===== config.mk =====
export PLATFORM = sky130hd
export DESIGN_NAME = bram_display_pal_flat
export DESIGN_NICKNAME = d
export VERILOG_FILES = /design/src/rtl/bram_display_pkg.sv /design/src/rtl/bram_display_pal_if.sv /design/src/rtl/bram_display_pal_pipe_delay.sv /design/src/rtl/bram_display_pal.sv /design/src/flat_wrapper.sv
export SDC_FILE = /design/constraint.sdc
export NUM_CORES = 1
export LEC_CHECK = 0
export CAP_MARGIN = 20
export CORE_UTILIZATION = 60
export DETAILED_ROUTE_END_ITERATION = 16
export PLACE_DENSITY = 0.79
export SYNTH_ARGS = -nofsm -noshare
export SYNTH_HDL_FRONTEND = slang
export SYNTH_SLANG_ARGS = --single-unit

===== constraint.sdc =====
create_clock -name clk -period 5 [get_ports clk]
set_input_delay 1 -clock clk [delete_from_list [all_inputs] [get_ports clk]]
set_output_delay 1 -clock clk [all_outputs]
set_load 0.005 [all_outputs]

===== src/rtl/bram_display_pkg.sv =====
// Shared types and helpers for the palette-mapped BRAM framebuffer display.
package bram_display_pkg;

  // 30-bit YCrCb pixel word as consumed by the video DAC mux.
  typedef logic [29:0] pixel_t;

  localparam pixel_t BORDER_COLOR_DEFAULT = {10'd0, 10'd512, 10'd512};
  localparam pixel_t PAL_RESET_FG         = 30'h3FFFFFFF;

  // Displayed window size after pixel replication.
  typedef struct packed {
    logic [12:0] w;
    logic [11:0] h;
  } win_ext_t;

  // Side-band bits that travel alongside the BRAM access.
  typedef struct packed {
    logic hit;
    logic hsync;
    logic vsync;
    logic blank;
  } side_t;

  function automatic win_ext_t window_extents(input int img_w, input int img_h,
                                              input int scale_log2);
    win_ext_t e;
    e.w = 13'(img_w << scale_log2);
    e.h = 12'(img_h << scale_log2);
    return e;
  endfunction

endpackage


===== src/rtl/bram_display_pal_if.sv =====
// External BRAM read port: registered address out, data back after a fixed latency.
interface bram_display_pal_if #(
  parameter int ADDR_W = 19,
  parameter int BPP    = 4
);
  logic [ADDR_W-1:0] bram_addr;
  logic [BPP-1:0]    bram_read_data;

  modport master (output bram_addr, input  bram_read_data);
  modport slave  (input  bram_addr, output bram_read_data);
endinterface


===== src/rtl/bram_display_pal_pipe_delay.sv =====
// Fixed-depth shift register with synchronous active-low clear.
module pipe_delay #(
  parameter int WIDTH = 1,
  parameter int DEPTH = 1
) (
  input  logic             clk,
  input  logic             rst_n,
  input  logic [WIDTH-1:0] d,
  output logic [WIDTH-1:0] q
);

  logic [WIDTH-1:0] stage [DEPTH];

  // NOTE: sequential state uses non-blocking assignments so every stage
  // samples the previous stage's value from before the clock edge.
  always_ff @(posedge clk) begin
    if (!rst_n) begin
      for (int i = 0; i < DEPTH; i++) stage[i] <= '0;
    end else begin
      stage[0] <= d;
      for (int i = 1; i < DEPTH; i++) stage[i] <= stage[i-1];
    end
  end

  assign q = stage[DEPTH-1];

endmodule


===== src/rtl/bram_display_pal.sv =====
// Palette-mapped BRAM framebuffer display with integer zoom and matched sync delay.
module bram_display_pal
  import bram_display_pkg::*;
#(
  parameter int     XOFFSET      = 0,
  parameter int     YOFFSET      = 0,
  parameter int     IMG_W        = 640,
  parameter int     IMG_H        = 480,
  parameter int     BPP          = 4,
  parameter int     SCALE_LOG2   = 0,
  parameter int     RD_LATENCY   = 2,
  parameter int     ADDR_W       = 19,
  parameter pixel_t BORDER_COLOR = BORDER_COLOR_DEFAULT
) (
  input  logic                      clk,
  input  logic                      reset,
  input  logic [10:0]               hcount,
  input  logic [9:0]                vcount,
  input  logic                      hsync_in,
  input  logic                      vsync_in,
  input  logic                      blank_in,
  bram_display_pal_if.master        bram,
  input  logic                      pal_we,
  input  logic [BPP-1:0]            pal_waddr,
  input  pixel_t                    pal_wdata,
  output pixel_t                    br_pixel,
  output logic                      hsync_out,
  output logic                      vsync_out,
  output logic                      blank_out,
  output logic                      in_window
);

  localparam win_ext_t        WIN    = window_extents(IMG_W, IMG_H, SCALE_LOG2);
  localparam logic [12:0]     WIN_W  = WIN.w;
  localparam logic [11:0]     WIN_H  = WIN.h;
  localparam logic [9:0]      Y_MASK = 10'((1 << SCALE_LOG2) - 1);
  localparam logic [ADDR_W-1:0] ROW_STEP = ADDR_W'(IMG_W);
  localparam int              PAL_N  = 1 << BPP;

  // ---------------------------------------------------------------------------
  // Stage 0: window test and incremental address generation
  // ---------------------------------------------------------------------------
  logic [10:0]       x;
  logic [9:0]        y;
  logic              x_hit, y_hit, hit;
  logic              row_end, sub_last, frame_end;
  logic [ADDR_W-1:0] col;
  logic [ADDR_W-1:0] row_base;
  logic [ADDR_W-1:0] addr_q;
  side_t             side0, side_d;

  // Unsigned wrap puts coordinates left of / above the window far out of range.
  assign x         = hcount - 11'(XOFFSET);
  assign y         = vcount - 10'(YOFFSET);
  assign x_hit     = {2'b00, x} < WIN_W;
  assign y_hit     = {2'b00, y} < WIN_H;
  assign hit       = x_hit && y_hit;
  assign row_end   = hit && ({2'b00, x} == WIN_W - 13'd1);
  assign sub_last  = (y & Y_MASK) == Y_MASK;
  assign frame_end = {2'b00, y} == WIN_H - 12'd1;
  assign col       = ADDR_W'(x >> SCALE_LOG2);

  always_ff @(posedge clk) begin
    if (!reset) begin
      addr_q   <= '0;
      row_base <= '0;
      side0    <= '0;
    end else begin
      addr_q <= hit ? row_base + col : '0;
      // Forcing row_base to 0 outside the window lets a mid-frame start recover.
      if (!y_hit || (row_end && sub_last && frame_end)) begin
        row_base <= '0;
      end else if (row_end && sub_last) begin
        row_base <= row_base + ROW_STEP;
      end
      side0 <= '{hit: hit, hsync: hsync_in, vsync: vsync_in, blank: blank_in};
    end
  end

  assign bram.bram_addr = addr_q;

  // ---------------------------------------------------------------------------
  // Side-band delay matching the BRAM read latency
  // ---------------------------------------------------------------------------
  pipe_delay #(
    .WIDTH ($bits(side_t)),
    .DEPTH (RD_LATENCY)
  ) u_side_delay (
    .clk   (clk),
    .rst_n (reset),
    .d     (side0),
    .q     (side_d)
  );

  // ---------------------------------------------------------------------------
  // Final stage: palette lookup and output registers
  // ---------------------------------------------------------------------------
  pixel_t palette [PAL_N];

  always_ff @(posedge clk) begin
    if (!reset) begin
      br_pixel  <= BORDER_COLOR;
      hsync_out <= 1'b0;
      vsync_out <= 1'b0;
      blank_out <= 1'b0;
      in_window <= 1'b0;
      // NOTE: the palette is a register array, not RAM, precisely so it can be
      // reloaded on reset; a BRAM-mapped array must never carry a reset.
      for (int i = 0; i < PAL_N; i++) begin
        palette[i] <= (i == 0) ? BORDER_COLOR_DEFAULT : PAL_RESET_FG;
      end
    end else begin
      br_pixel  <= side_d.hit ? palette[bram.bram_read_data] : BORDER_COLOR;
      hsync_out <= side_d.hsync;
      vsync_out <= side_d.vsync;
      blank_out <= side_d.blank;
      in_window <= side_d.hit;
      // The lookup above sees the pre-edge entry, so a same-cycle write reads old.
      if (pal_we) palette[pal_waddr] <= pal_wdata;
    end
  end

endmodule


===== src/flat_wrapper.sv =====
// flat-port wrapper written by rule: the top's interface ports become plain ports
module bram_display_pal_flat import bram_display_pkg::*;
#(
  parameter int     XOFFSET      = 0,
  parameter int     YOFFSET      = 0,
  parameter int     IMG_W        = 640,
  parameter int     IMG_H        = 480,
  parameter int     BPP          = 4,
  parameter int     SCALE_LOG2   = 0,
  parameter int     RD_LATENCY   = 2,
  parameter int     ADDR_W       = 19,
  parameter pixel_t BORDER_COLOR = BORDER_COLOR_DEFAULT
)
  (clk, reset, hcount, vcount, hsync_in, vsync_in, blank_in, pal_we, pal_waddr, pal_wdata, br_pixel, hsync_out, vsync_out, blank_out, in_window, bram_bram_addr, bram_bram_read_data);
  bram_display_pal_if #(.ADDR_W(ADDR_W), .BPP(BPP)) bram_i ();
  input  logic clk;
  input  logic reset;
  input  logic [10:0] hcount;
  input  logic [9:0] vcount;
  input  logic hsync_in;
  input  logic vsync_in;
  input  logic blank_in;
  input  logic pal_we;
  input  logic [BPP-1:0] pal_waddr;
  input  pixel_t pal_wdata;
  output pixel_t br_pixel;
  output logic hsync_out;
  output logic vsync_out;
  output logic blank_out;
  output logic in_window;
  output wire logic [$bits(bram_i.bram_addr)-1:0] bram_bram_addr;
  input wire logic [$bits(bram_i.bram_read_data)-1:0] bram_bram_read_data;
  assign bram_bram_addr = bram_i.bram_addr;
  assign bram_i.bram_read_data = bram_bram_read_data;
  bram_display_pal #(.XOFFSET(XOFFSET), .YOFFSET(YOFFSET), .IMG_W(IMG_W), .IMG_H(IMG_H), .BPP(BPP), .SCALE_LOG2(SCALE_LOG2), .RD_LATENCY(RD_LATENCY), .ADDR_W(ADDR_W), .BORDER_COLOR(BORDER_COLOR)) u_core (.clk(clk), .reset(reset), .hcount(hcount), .vcount(vcount), .hsync_in(hsync_in), .vsync_in(vsync_in), .blank_in(blank_in), .bram(bram_i), .pal_we(pal_we), .pal_waddr(pal_waddr), .pal_wdata(pal_wdata), .br_pixel(br_pixel), .hsync_out(hsync_out), .vsync_out(vsync_out), .blank_out(blank_out), .in_window(in_window));
endmodule

==> impl_results.md <==
* Vias/cell at between 6 and 7
* Total gr overflow at 0
* Port bufs at roughly 120
* Final hold slack at ~440 ps
* Core area at ~40000 um2
* Routing usage on met2 at between 50% and 60%
* Pwr Density at about 360 nW/um2
* Cell count after synthesis at 1725
* Syn Area/Cell at between 10 and 15 um2
* Clock Skew at 20.3 ps
* Top-count cell post-synth: edfxtp_1
* Clock sink count at between 500 and 600
* Detailed Routing Iterations Pass 1 at 7
* GR Util met3 at approximately 5%
* Worst Path Required at between 5000 and 6000 ps
* Filler cell count at 2641
* GRT Total Usage at between 30% and 40%
* Sequential cell area at roughly 16000 um2
* Final Hold Vio Count at 0
* Max Cap Viol at 0
* Post-route ant nets at 0
* Starting Density at between 60 and 70%
* WL final at 62500 um
* DP Worst Slack at 1250 ps
* Worst setup margin at about 1800 ps
* Hold Path Class: flop to flop
* Die area at roughly 42000 um2
* Crit path capture type: flop
* Clock Tree Root: clkbuf_16
* #FFs+latches synth at ~560
* Actual slew at the worst max-slew pin at 1110 ps
* Max Clock Freq at roughly 320 MHz
* Synth cell types at 53
* Initial DRC count at roughly 1.8k
* Sequential area share after synthesis at about 64%
* Syn. warnings at 0
* First-pass GRT wire length at between 90000 and 100000 um
* Met1 Usage GRT at between 30 and 40%
* Setup bufs post-CTS at 0
* Leak Pwr at just over 9 nW
* Commonest cells post-synth: edfxtp_1 (480), or3_1 (275), clkbuf_1 (148)
* Synth Cell Area at roughly 25000 um2
* RSZ-0062 raised after global routing: false
* Multi-input combinational cell area at approximately 8000 um2
* WL/cell at 26.7 um
* Worst skew pair latency at approximately 610 ps
* Largest cells by area after synthesis: edfxtp_1 (58%), or3_1 (6.9%), mux4_2 (6.5%), dfxtp_1 (6.2%), mux2i_1 (3.4%)
* Vias in the first global route at approximately 15k
* Post-CTS Resized at 0
* Initial antenna violation count at 1
* Fin nets at roughly 1.8k
* Final GP Congestion at ~0.87
* Worst EP arrival at around 3400 ps
* Top_reg_cell synth: edfxtp_1
* Die width at between 200 and 250 um
* Via count at 15.5k
* Slew HR at between 20% and 30%
* Post-synthesis net count at between 1.5k and 2k
* Highest net fanout along the worst path at 30
* Max VDD drop at 0.000263 V
* Post-synth top area cell: edfxtp_1
* FP Rows at between 70 and 80
* N_diodes at 0
* Async SR Flop Fraction at 0%
* Grt peak-use layer: met2
* Period utilization at 63.4%
* Status: finished clean
* CTS max path bufs at 3
* Area delta synth->final at 13.3%
* Worst-path clk slew at around 60 ps
* Hold-fix buffers, CTS at 0
* Die height at 205 um
* Boundary Pins at approximately 120
* Largest net degree at the start of global routing at between 90 and 100
* H-Tree Depth at 2
* Post-synth top area share at 58.1%
* Crit path time final at about 3200 ps
* Setup Viol. Count Final at 0
* Num CTS Buffers at 55
* CTS tree: yes
* Max Slew Vio Count at 0
* Number of enable flip-flop cells after synthesis at 480
* Ratio of cells with drive above 1 in the final layout at just over 20%
* Startpoint types: input port
* Crit Path Category: input port to flop
* DRC Markers at 0
* Setup_tns at 0 ps
* Detailed Place HPWL at about 35000 um
-- power breakdown --
part	total, mW	internal, mW	switching (mW)
combinational	0.744	0.282	0.462
sequential	5.34	5.27	0.0645
clock	4.03	2.29	1.74
-- placed cells by master, fill, tap and decap left out, types with 6 or more instances in the layout --
master,instances
nand4_1,12
mux2_2,14
clkbuf_16,55
clkinv_2,10
a22oi_1,28
nand3b_1,17
mux2i_1,84
nand2b_1,81
edfxtp_1,480
o21ai_0,12
and3_1,28
or2_2,120
nand3_1,24
a32o_1,14
mux4_2,72
and2_1,27
a21oi_1,19
buf_4,46
o211ai_1,28
o21ai_4,9
mux4_1,8
clkbuf_8,7
nor2_1,6
dfxtp_1,77
clkinv_1,9
nand2_1,27
clkdlybuf4s50_1,113
a32oi_1,14
or4_1,6
or3_1,275
clkbuf_1,14
-- registers in the layout (all words and copies together) (netlist names) --
name and cells:
u_core.u_side_delay.stage 8, u_core.bram.bram_addr 19, u_core.row_base 12, u_core.side0 4, u_core.hsync_out 1, u_core.blank_out 1, u_core.palette 480, u_core.br_pixel 30
u_core.vsync_out 1, u_core.in_window 1
-- metal layers --
layer / up-vias / share of wire (%)
li1: 6691 / -
met2: 924 / 49
met4: 0 / 4.6
met3: 169 / 9.1
met5: - / 0
met1: 7761 / 37
-- area by class of cell --
cell class | count | share of cell area [%]
multi-input cells | 984 | 29.0
inverters | 2 | 0.0267
repair buffers | 164 | 5.56
flip-flops and latches | 557 | 56.8
clock buffers | 76 | 5.43
clock inverters | 28 | 0.801
well taps | 532 | 2.37
-- worst paths after layout --
kind / from / endpoint / slack (ps) / cells after the start
setup / recovery: pal_waddr[2] / u_core.palette[8][24] / 1830 / 4
hold / removal: u_core.side0[3] / u_core.u_side_delay.stage[0][3] / 440 / 1
setup reg to reg: u_core.row_base[7] / u_core.bram.bram_addr[15] / 2920 / 6
hold reg to reg: u_core.side0[3] / u_core.u_side_delay.stage[0][3] / 440 / 1
-- worst max-delay path, stage by stage --
cell and delay [ps]:
clkdlybuf4s50_1 510, nand4b_1 730, nand2b_1 430, nand2_2 700
-- cells by family after synthesis --
logic type	Yosys count	share of synthesized area, %
muxes	178	11.4
and+or+nand+nor	654	16.3
xor gates and xnor gates	2	0.0706
DFF	557	64.3
adders and majority gates	6	0.333
buffers and inverters	184	3.32
AOI/OAI and AO/OA	144	4.25
-- through the flow --
stage / total power, mW / std cells / utilization (%) / cell area [um2]
after global routing: 10.4 / 2343 / 68.8 / 28100
final: 10.1 / 2343 / 68.8 / 28100
after floorplan: 5.86 / 1725 / - / 24800
after global placement: 6.14 / 2237 / 64.4 / 26300
after CTS: 10.1 / 2341 / 68.7 / 28100
after detailed placement: 6.17 / 2237 / 64.4 / 26300
Note: power is estimated with default switching activity, not from simulation.
